**src/rtl/parking_gate_controller_pkg.sv**
```systemverilog
// rtl/parking_gate_controller_pkg.sv - shared types and defaults for the parking gate controller
// Purpose: FSM state and direction encodings, registered-output bundle, default timing
//          constants and the vacancy lookup used by the IDLE arbitration.
// Ports: none (package).
package parking_gate_controller_pkg;

  localparam int PASS_TIMEOUT_DEF = 255;
  localparam int CLOSE_CYCLES_DEF = 16;
  localparam int TIMER_W_DEF      = 8;

  typedef enum logic [1:0] {
    ST_IDLE    = 2'd0,
    ST_OPEN    = 2'd1,
    ST_COMMIT  = 2'd2,
    ST_CLOSING = 2'd3
  } state_t;

  typedef enum logic {
    DIR_ENTRY = 1'b0,
    DIR_EXIT  = 1'b1
  } dir_t;

  typedef struct packed {
    logic gate_open;
    logic entry_grant;
    logic exit_grant;
    logic entry_deny;
    logic car_entered;
    logic is_uni_car_entered;
    logic car_exited;
    logic is_uni_car_exited;
    logic timeout;
    logic busy;
  } lane_out_t;

  // Vacancy flag that applies to a car of the given class.
  function automatic logic has_space(input logic is_uni, input logic uni_vac, input logic pub_vac);
    return is_uni ? uni_vac : pub_vac;
  endfunction

endpackage

```
**src/rtl/parking_gate_controller_if.sv**
```systemverilog
// rtl/parking_gate_controller_if.sv - lane request/response bundle between requesters and controller
// Purpose: groups the requester, counter-flag and sensor inputs with the barrier and
//          counter-pulse outputs of the controller.
// Ports: master = requester/counter/sensor side, slave = controller side.
interface parking_gate_controller_if;

  logic entry_req;
  logic entry_is_uni;
  logic exit_req;
  logic exit_is_uni;
  logic uni_is_vacated_space;
  logic is_vacated_space;
  logic car_passed;

  logic gate_open;
  logic entry_grant;
  logic exit_grant;
  logic entry_deny;
  logic car_entered;
  logic is_uni_car_entered;
  logic car_exited;
  logic is_uni_car_exited;
  logic timeout;
  logic busy;

  modport master (
    output entry_req, entry_is_uni, exit_req, exit_is_uni,
           uni_is_vacated_space, is_vacated_space, car_passed,
    input  gate_open, entry_grant, exit_grant, entry_deny, car_entered,
           is_uni_car_entered, car_exited, is_uni_car_exited, timeout, busy
  );

  modport slave (
    input  entry_req, entry_is_uni, exit_req, exit_is_uni,
           uni_is_vacated_space, is_vacated_space, car_passed,
    output gate_open, entry_grant, exit_grant, entry_deny, car_entered,
           is_uni_car_entered, car_exited, is_uni_car_exited, timeout, busy
  );

endinterface

```
**src/rtl/parking_gate_controller_timer.sv**
```systemverilog
// rtl/parking_gate_controller_timer.sv - clear/enable up-counter with terminal-count compare
// Purpose: shared lane timer for the OPEN wait and the CLOSING hold.
// Ports: clk_i, rst_i (async, active-high), clr_i (to 0, wins over en_i), en_i (+1),
//        tc_val_i (terminal value), tc_o (count equals tc_val_i).
module parking_gate_controller_timer #(
  parameter int TIMER_W = 8
) (
  input  logic               clk_i,
  input  logic               rst_i,
  input  logic               clr_i,
  input  logic               en_i,
  input  logic [TIMER_W-1:0] tc_val_i,
  output logic               tc_o
);

  logic [TIMER_W-1:0] count_q, count_d;

  always_comb begin
    count_d = count_q;
    if (clr_i) begin
      count_d = '0;
    end else if (en_i) begin
      count_d = count_q + TIMER_W'(1);
    end
  end

  always_ff @(posedge clk_i or posedge rst_i) begin
    if (rst_i) begin
      count_q <= '0;
    end else begin
      count_q <= count_d;
    end
  end

  assign tc_o = (count_q == tc_val_i);

endmodule

```
**src/rtl/parking_gate_controller.sv**
```systemverilog
// rtl/parking_gate_controller.sv - reversible barrier lane arbiter and passage sequencer
// Purpose: grants the lane to entry or exit, opens the barrier, waits for the pass
//          sensor, emits one count pulse per passage, then holds the lane while closing.
// Ports: clk_i, rst_i (async, active-high), lane_if (slave modport; requests, vacancy
//        flags and pass sensor in; barrier, grants, deny, count pulses, timeout, busy out).
module parking_gate_controller
  import parking_gate_controller_pkg::*;
#(
  parameter int PASS_TIMEOUT = PASS_TIMEOUT_DEF,
  parameter int CLOSE_CYCLES = CLOSE_CYCLES_DEF,
  parameter int TIMER_W      = TIMER_W_DEF
) (
  input  logic                    clk_i,
  input  logic                    rst_i,
  parking_gate_controller_if.slave lane_if
);

  state_t    state_q, state_d;
  dir_t      last_dir_q, last_dir_d;
  logic      uni_q, uni_d;
  lane_out_t out_q, out_d;

  logic deny_ev, timeout_ev;
  logic win_entry, win_exit, entry_space;
  logic tmr_clr, tmr_en, tmr_tc;
  logic [TIMER_W-1:0] tmr_tc_val;

  // When both sides wait, the side that did not use the lane last goes first.
  assign win_entry   = lane_if.entry_req && (!lane_if.exit_req || last_dir_q == DIR_EXIT);
  assign win_exit    = lane_if.exit_req && !win_entry;
  assign entry_space = has_space(lane_if.entry_is_uni, lane_if.uni_is_vacated_space,
                                 lane_if.is_vacated_space);

  // Every state change restarts the timer, so OPEN and CLOSING both start at 0.
  assign tmr_clr    = (state_d != state_q);
  assign tmr_en     = (state_q == ST_OPEN) || (state_q == ST_CLOSING);
  assign tmr_tc_val = (state_q == ST_CLOSING) ? TIMER_W'(CLOSE_CYCLES - 1)
                                              : TIMER_W'(PASS_TIMEOUT - 1);

  parking_gate_controller_timer #(.TIMER_W(TIMER_W)) u_timer (
    .clk_i    (clk_i),
    .rst_i    (rst_i),
    .clr_i    (tmr_clr),
    .en_i     (tmr_en),
    .tc_val_i (tmr_tc_val),
    .tc_o     (tmr_tc)
  );

  always_ff @(posedge clk_i or posedge rst_i) begin
    if (rst_i) begin
      state_q    <= ST_IDLE;
      last_dir_q <= DIR_EXIT;
      uni_q      <= 1'b0;
      out_q      <= '0;
    end else begin
      state_q    <= state_d;
      last_dir_q <= last_dir_d;
      uni_q      <= uni_d;
      out_q      <= out_d;
    end
  end

  always_comb begin
    state_d    = state_q;
    last_dir_d = last_dir_q;
    uni_d      = uni_q;
    deny_ev    = 1'b0;
    timeout_ev = 1'b0;
    case (state_q)
      ST_IDLE: begin
        if (win_entry && !entry_space) begin
          // Refused entry still counts as the entry turn so a waiting exit goes next.
          deny_ev    = 1'b1;
          last_dir_d = DIR_ENTRY;
        end else if (win_entry) begin
          state_d    = ST_OPEN;
          last_dir_d = DIR_ENTRY;
          uni_d      = lane_if.entry_is_uni;
        end else if (win_exit) begin
          state_d    = ST_OPEN;
          last_dir_d = DIR_EXIT;
          uni_d      = lane_if.exit_is_uni;
        end
      end
      ST_OPEN: begin
        // A pass on the expiry cycle still commits.
        if (lane_if.car_passed) begin
          state_d = ST_COMMIT;
        end else if (tmr_tc) begin
          state_d    = ST_CLOSING;
          timeout_ev = 1'b1;
        end
      end
      ST_COMMIT: begin
        state_d = ST_CLOSING;
      end
      ST_CLOSING: begin
        if (tmr_tc) begin
          state_d = ST_IDLE;
        end
      end
    endcase
  end

  // Outputs are decoded from the next state and registered.
  always_comb begin
    out_d                    = '0;
    out_d.gate_open          = (state_d == ST_OPEN);
    out_d.entry_grant        = (state_d == ST_OPEN) && (last_dir_d == DIR_ENTRY);
    out_d.exit_grant         = (state_d == ST_OPEN) && (last_dir_d == DIR_EXIT);
    out_d.entry_deny         = deny_ev;
    out_d.car_entered        = (state_d == ST_COMMIT) && (last_dir_d == DIR_ENTRY);
    out_d.is_uni_car_entered = (state_d == ST_COMMIT) && (last_dir_d == DIR_ENTRY) && uni_d;
    out_d.car_exited         = (state_d == ST_COMMIT) && (last_dir_d == DIR_EXIT);
    out_d.is_uni_car_exited  = (state_d == ST_COMMIT) && (last_dir_d == DIR_EXIT) && uni_d;
    out_d.timeout            = timeout_ev;
    out_d.busy               = (state_d != ST_IDLE);
  end

  assign lane_if.gate_open          = out_q.gate_open;
  assign lane_if.entry_grant        = out_q.entry_grant;
  assign lane_if.exit_grant         = out_q.exit_grant;
  assign lane_if.entry_deny         = out_q.entry_deny;
  assign lane_if.car_entered        = out_q.car_entered;
  assign lane_if.is_uni_car_entered = out_q.is_uni_car_entered;
  assign lane_if.car_exited         = out_q.car_exited;
  assign lane_if.is_uni_car_exited  = out_q.is_uni_car_exited;
  assign lane_if.timeout            = out_q.timeout;
  assign lane_if.busy               = out_q.busy;

endmodule

```
**src/flat_wrapper.sv**
```systemverilog
// flat-port wrapper written by rule: the top's interface ports become plain ports
module parking_gate_controller_flat import parking_gate_controller_pkg::*;
#(
  parameter int PASS_TIMEOUT = PASS_TIMEOUT_DEF,
  parameter int CLOSE_CYCLES = CLOSE_CYCLES_DEF,
  parameter int TIMER_W      = TIMER_W_DEF
)
  (clk_i, rst_i, lane_if_entry_req, lane_if_entry_is_uni, lane_if_exit_req, lane_if_exit_is_uni, lane_if_uni_is_vacated_space, lane_if_is_vacated_space, lane_if_car_passed, lane_if_gate_open, lane_if_entry_grant, lane_if_exit_grant, lane_if_entry_deny, lane_if_car_entered, lane_if_is_uni_car_entered, lane_if_car_exited, lane_if_is_uni_car_exited, lane_if_timeout, lane_if_busy);
  parking_gate_controller_if lane_if_i ();
  input  logic clk_i;
  input  logic rst_i;
  input wire logic [$bits(lane_if_i.entry_req)-1:0] lane_if_entry_req;
  input wire logic [$bits(lane_if_i.entry_is_uni)-1:0] lane_if_entry_is_uni;
  input wire logic [$bits(lane_if_i.exit_req)-1:0] lane_if_exit_req;
  input wire logic [$bits(lane_if_i.exit_is_uni)-1:0] lane_if_exit_is_uni;
  input wire logic [$bits(lane_if_i.uni_is_vacated_space)-1:0] lane_if_uni_is_vacated_space;
  input wire logic [$bits(lane_if_i.is_vacated_space)-1:0] lane_if_is_vacated_space;
  input wire logic [$bits(lane_if_i.car_passed)-1:0] lane_if_car_passed;
  output wire logic [$bits(lane_if_i.gate_open)-1:0] lane_if_gate_open;
  output wire logic [$bits(lane_if_i.entry_grant)-1:0] lane_if_entry_grant;
  output wire logic [$bits(lane_if_i.exit_grant)-1:0] lane_if_exit_grant;
  output wire logic [$bits(lane_if_i.entry_deny)-1:0] lane_if_entry_deny;
  output wire logic [$bits(lane_if_i.car_entered)-1:0] lane_if_car_entered;
  output wire logic [$bits(lane_if_i.is_uni_car_entered)-1:0] lane_if_is_uni_car_entered;
  output wire logic [$bits(lane_if_i.car_exited)-1:0] lane_if_car_exited;
  output wire logic [$bits(lane_if_i.is_uni_car_exited)-1:0] lane_if_is_uni_car_exited;
  output wire logic [$bits(lane_if_i.timeout)-1:0] lane_if_timeout;
  output wire logic [$bits(lane_if_i.busy)-1:0] lane_if_busy;
  assign lane_if_i.entry_req = lane_if_entry_req;
  assign lane_if_i.entry_is_uni = lane_if_entry_is_uni;
  assign lane_if_i.exit_req = lane_if_exit_req;
  assign lane_if_i.exit_is_uni = lane_if_exit_is_uni;
  assign lane_if_i.uni_is_vacated_space = lane_if_uni_is_vacated_space;
  assign lane_if_i.is_vacated_space = lane_if_is_vacated_space;
  assign lane_if_i.car_passed = lane_if_car_passed;
  assign lane_if_gate_open = lane_if_i.gate_open;
  assign lane_if_entry_grant = lane_if_i.entry_grant;
  assign lane_if_exit_grant = lane_if_i.exit_grant;
  assign lane_if_entry_deny = lane_if_i.entry_deny;
  assign lane_if_car_entered = lane_if_i.car_entered;
  assign lane_if_is_uni_car_entered = lane_if_i.is_uni_car_entered;
  assign lane_if_car_exited = lane_if_i.car_exited;
  assign lane_if_is_uni_car_exited = lane_if_i.is_uni_car_exited;
  assign lane_if_timeout = lane_if_i.timeout;
  assign lane_if_busy = lane_if_i.busy;
  parking_gate_controller #(.PASS_TIMEOUT(PASS_TIMEOUT), .CLOSE_CYCLES(CLOSE_CYCLES), .TIMER_W(TIMER_W)) u_core (.clk_i(clk_i), .rst_i(rst_i), .lane_if(lane_if_i));
endmodule
```
**config.mk**
```make
export PLATFORM = sky130hd
export DESIGN_NAME = parking_gate_controller_flat
export DESIGN_NICKNAME = d
export VERILOG_FILES = /design/src/rtl/parking_gate_controller_pkg.sv /design/src/rtl/parking_gate_controller_if.sv /design/src/rtl/parking_gate_controller_timer.sv /design/src/rtl/parking_gate_controller.sv /design/src/flat_wrapper.sv
export SDC_FILE = /design/constraint.sdc
export NUM_CORES = 1
export LEC_CHECK = 0
export BUFFER_PORTS_ARGS = -buffer_cell sky130_fd_sc_hd__buf_2
export CAP_MARGIN = 5
export CORE_MARGIN = 1
export CORE_UTILIZATION = 34
export CTS_CLUSTER_DIAMETER = 120
export DETAILED_ROUTE_END_ITERATION = 6
export MAX_ROUTING_LAYER = met4
export PLACE_DENSITY = 0.61
export SLEW_MARGIN = 20
export SYNTH_ARGS = -nofsm -noshare
export SYNTH_HDL_FRONTEND = slang
export SYNTH_SLANG_ARGS = --single-unit
```
**constraint.sdc**
```tcl
create_clock -name clk_i -period 2.9 [get_ports clk_i]
set_input_delay 0.29 -clock clk_i [delete_from_list [all_inputs] [get_ports clk_i]]
set_output_delay 0.29 -clock clk_i [all_outputs]
set_load 0.03 [all_outputs]
```
After elaboration in Yosys (flattened, before gate mapping)
Cells that the tools add are included.
{"block": "totals", "ff_bits": 22, "latchBits": 0, "ram_bits": 0, "romBits": 0, "in_bits": 9, "memories": 0}
{"block": "op_classes", "n_addsub": 1, "n_mul": 0, "div": 0, "order_cmp": 0, "eq_ne": 7, "shifts": 0, "mux": 24, "bitwise_logic": 1, "reduce_logical": 17}
{"cell": "$mux 8", "count": 3}
{"cell": "$mux 1", "count": 14}
{"cell": "$mux 2", "count": 6}
{"cell": "$logic_and 1x1->1", "count": 9}
{"cell": "$add 8x1->8 const B", "count": 1}
{"cell": "$eq 8x8->1", "count": 1}
{"cell": "$pmux 2 s4", "count": 1}
{"cell": "$eq 2x2->1 const B", "count": 3}
{"cell": "$eq 2x1->1 const B", "count": 2}
{"cell": "$reduce_bool 2->1", "count": 2}
{"cell": "$logic_not 1->1", "count": 3}
{"cell": "$logic_not 2->1", "count": 1}
{"cell": "$logic_or 1x1->1", "count": 2}
{"cell": "$ne 2x2->1", "count": 1}
{"cell": "$not 1->1", "count": 1}

Longest topological paths before layout
{"block": "depth", "depth_word": 12, "ltp_mapped": 5, "mapped_depth_nobuf": 5}

Cells and area by module
From an unflattened synthesis, not the netlist that was laid out.
{"block": "unflattened", "hier_cells": 108, "hier_area_um2": 1097.3}
{"module": "parking_gate_controller", "instances": 1, "cells_each": 58, "area_per_inst_um2": 619.3}
{"module": "parking_gate_controller_timer", "instances": 1, "cells_each": 50, "area_per_inst_um2": 478.0}

Least setup slack after synthesis
No wires, ideal clock.
{"block": "synth_path", "path_type": "reg-to-reg", "start": "register u_core.state_q[1]", "end": "register u_core.u_timer.count_q[1]", "setup_ns": 0.126, "arrival_time_ns": 1.399, "path_slack_ns": 1.375, "stages_incl_launch_ff": 6, "synth_period_minus_slack_ns": 1.525, "cell_sequence": "dfrtp_1 -> and2_4 -> nor4b_2 -> o2111ai_2 -> a31oi_4 -> nor2_1"}
{"block": "synth_between", "elab_chain_cells": 8, "word_cells_on_any_way": 17, "cone_classes": "eq/ne (5); mux (9); reduce/logical (3)"}
{"item": "from (decl)", "line": "parking_gate_controller.sv:18", "text": "state_t state_q, state_d;"}
{"item": "from (signal assigned)", "line": "parking_gate_controller.sv:56", "text": "state_q <= state_d;"}
{"item": "$eq 2x2->1", "line": "parking_gate_controller.sv:36, parking_gate_controller.sv:37, parking_gate_controller.sv:69"}
{"item": "$mux 8", "line": "parking_gate_controller.sv:37", "text": "assign tmr_tc_val = (state_q == ST_CLOSING) ? TIMER_W'(CLOSE_CYCLES - 1)"}
{"item": "$eq 8x8->1", "line": "parking_gate_controller_timer.sv:35", "text": "assign tc_o = (count_q == tc_val_i);"}
{"item": "$mux 2", "line": "parking_gate_controller.sv:89", "text": "end else if (tmr_tc) begin"}
{"item": "$mux 2", "line": "parking_gate_controller.sv:87", "text": "if (lane_if.car_passed) begin"}
{"item": "$pmux 2 s4", "line": "parking_gate_controller.sv:69", "text": "case (state_q)"}
{"item": "$ne 2x2->1", "line": "parking_gate_controller.sv:35", "text": "assign tmr_clr = (state_d != state_q);"}
{"item": "$mux 8 / $reduce_bool 2->1 (equally long branches)"}
{"item": "to (signal assigned)", "line": "parking_gate_controller_timer.sv:31", "text": "count_q <= count_d;"}
{"item": "to (decl)", "line": "parking_gate_controller_timer.sv:16", "text": "logic [TIMER_W-1:0] count_q, count_d;"}
Parallel ways exist; a longest one is shown, timed or not.
A chain may end at the register's enable or synchronous reset.

Worst setup path in the final report
{"block": "layout_path", "start": "register u_core.state_q[0]", "end": "register u_core.u_timer.count_q[5]"}
Same word-level chain as after synthesis.

==> flow_summary.yaml <==
synthesis:
  synth_top_family_by_area: "simple AND/OR/NAND/NOR gates"
  synthMuxAreaShare_pct: 1.97
  synth_nets: 107
  synthAdderAreaFrac_pct: 1.23
  synth_compound_area_share_pct: 11.3
  yosysTopAreaCellShare_pct: 51.7
  synthXorXnorAreaFrac_pct: 5.17
  synthesis.area_um2: 1020
  yosys_warnings: 0
  synth.avg_cell_area_um2: 10.5
  synth_largest_area_cell: "dfrtp_1"
  synth_seq_cells: 22
  seq_area_frac_synth_pct: 54.2
  syn_inst: 97
  synthSimpleGateAreaFrac_pct: 23.7
  synth_area_leaders: "dfrtp_1 (52%), nor2_1 (5.2%), dfstp_2 (2.6%)"
  synthDistinctLibCells: 30
routing:
  wl_per_cell_um: 12.5
  ant_nets: 0
  wl_mm: 1.86
  drt-initial-drc-count: 12
  first_pass_iters: 4
  drcViolationCount: 0
  via_per_inst: 5.15
  vias: 768
die:
  die-height_um: 56.7
  pin_count: 19
  dieArea_um2: 3210
  core_region_area_um2: 2810
  die_w_um: 56.7
  placement_rows: 19
  initial_core_util_pct: 36.3
setup_path:
  cp-start-kind: "register"
  cpPeakStageDelay_ns: 0.68
  slowest_stage: "dfrtp_1"
  arrival_ns: 2.07
  critPathMaxFanout: 16
  crit_type: "reg2reg"
  crit_chain: "and2_4 > and4b_1 > o2111ai_2 > a31oi_4 > nor2_1"
  crit_required_ns: 3.09
  crit_path_end_kind: "register"
clock_network:
  cts_hold_buf: 0
  cts_made_buffers: 3
  cts_sinks: 22
  htreeDepth: 1
  ctsResizeCount: 0
  clk_latency_ns: 0.30
  cts_root_buf: "clkbuf_4"
  cts_setup_buffers: 0
  cts_buffer_depth: 2
  cts_tree: "built"
  clkTransAtPathRegs_ns: 0.12
place:
  port_buffers: 18
  gp_congestion: 0.878
  dp.cells: 145
  dp_hpwl_mm: 1.42
  dpl_worst_slack_ns: 1.03
global_route:
  grt_pass1_wl_mm: 3.26
  grt_overflow_total: 0
  grt_use_total_pct: 13.5
  grt_max_degree: 23
  antenna_found_initial: 0
  grt_pass1_vias: 739
power_and_ir_drop:
  power_w: 0.000973
  peakVddDrop_mv: 0.324
  p_leak_nw: 0.574
  power.density_nw_per_um2: 834
sta:
  worst_hold_slack_ns: 0.126
  fin_crit_ns: 1.88
  drv_slew: 0
  worst_pin_slew_ns: 0.821
  fmax_ghz: 0.531
  rsz0062_at_grt: "false"
  setup_ws_ns: 1.02
  tns_ns: 0
  slew-limit-headroom_pct: 45.2
  clock-skew-final_ns: 0.00635
  fin_crit_sh_pct: 65.0
  hold_violations: 0
  finalSetupViolations: 0
cells_and_area:
  drive_gt1_share_pct: 23.7
  final_nets: 129
  largest_register_ff_count: 8
  syn2layout_area_growth_pct: 14.8
  largestRegisters: "u_core.u_timer.count_q: 8 flops, u_core.state_q: 2 flops"
  diodes: 0
  instances_no_fill: 149
  regMostFlops: "u_core.u_timer.count_q"
flow_run:
  maxCapViolations: 0
run_status:
  outcome: "complete, no violations"
min_path:
  min_path_type: "in2async"
-- stage by stage --
step	util (%)	cell area (µm²)
2_1_floorplan	-	1020
3_3_place_gp	40.7	1140
3_5_place_dp	40.7	1140
4_1_cts	41.6	1170
5_1_grt	41.6	1170
6_report	41.6	1170
-- layer usage --
metal  vias to the layer above  wire length [µm]  global-route usage, %
met5                         -                 0                      -
met4                         0                10                   5.36
met3                         2                72                   2.07
met2                        19               943                   22.6
met1                       373               832                   16.2
li1                        374                 -                      -
-- path summary, 6_finish.rpt --
| path | start | end | slack [ns] | depth (start not counted) |
|---|---|---|---|---|
| min | rst_i | u_core.lane_if.entry_deny | 0.13 | 2 |
| max reg2reg | u_core.state_q[0] | u_core.u_timer.count_q[5] | 1.02 | 5 |
| max in group asynchronous | rst_i | u_core.lane_if.timeout | 2.26 | 2 |
| min in group clk_i | lane_if_entry_req | u_core.last_dir_q | 0.22 | 2 |
| min reg2reg | u_core.state_q[1] | u_core.lane_if.entry_deny | 0.57 | 1 |
| max | u_core.state_q[0] | u_core.u_timer.count_q[5] | 1.02 | 5 |
-- critical path: cells and delay by family (launching register included) --
kind               cells  cell delay [ns]
and+or+nand+nor        3             0.57
DFF                    1             0.68
AOI/OAI and AO/OA      2             0.52
-- where the power goes --
part | total, W | leakage, nW | internal [W] | switching (W)
registers | 0.000509 | 0.278 | 0.000393 | 0.000116
logic | 0.000323 | 0.280 | 0.000149 | 0.000174
clock network | 0.000141 | 0.0150 | 0.0000536 | 0.0000875
total | 0.000973 | 0.574 | 0.000595 | 0.000378
-- cell usage after synthesis (all sizes together) --
cell type,number
nand2b,2
inv,5
and3,1
nor4b,1
nand4,3
a21oi,4
dfstp,1
dfrtp,21
o22ai,1
nand3b,1
a2bb2oi,1
ha,1
buf,1
o2111ai,1
a31oi,3
and2,4
o21ai,3
mux2i,2
nand3,3
xnor2,3
nand2,7
a21bo,1
and4b,1
xor2,3
nor2b,3
nor3,5
nor2,14
or3,1
-- cell type report --
cell class,count,area [µm²]
Clock buffer,4,26.3
Sequential cell,22,552
Timing Repair Buffer,18,90.1
Multi-Input combinational cell,69,442
Inverter,5,18.8
Fill cell,287,1640
Tap cell,31,38.8
-- cells by family after synthesis --
group | Yosys count
compound gates | 14
xor+xnor | 6
fa+ha+maj | 1
mux | 2
buf+inv | 6
simple gates | 46
flops | 22
-- layout by cell type, fill, tap and decap left out, types with 2 or more instances in the layout --
cell,count
dfrtp_1,21
inv_1,5
buf_2,18
o21ai_0,3
xnor2_1,3
nor2b_1,3
nand4_1,3
a21oi_1,4
xor2_1,3
nor2_1,14
mux2i_1,2
nand2b_1,2
nor3_1,5
nand3_1,3
a31oi_1,2
clkbuf_4,3
nand2_1,7
and2_1,3
Power figures use the tool's default switching activity.
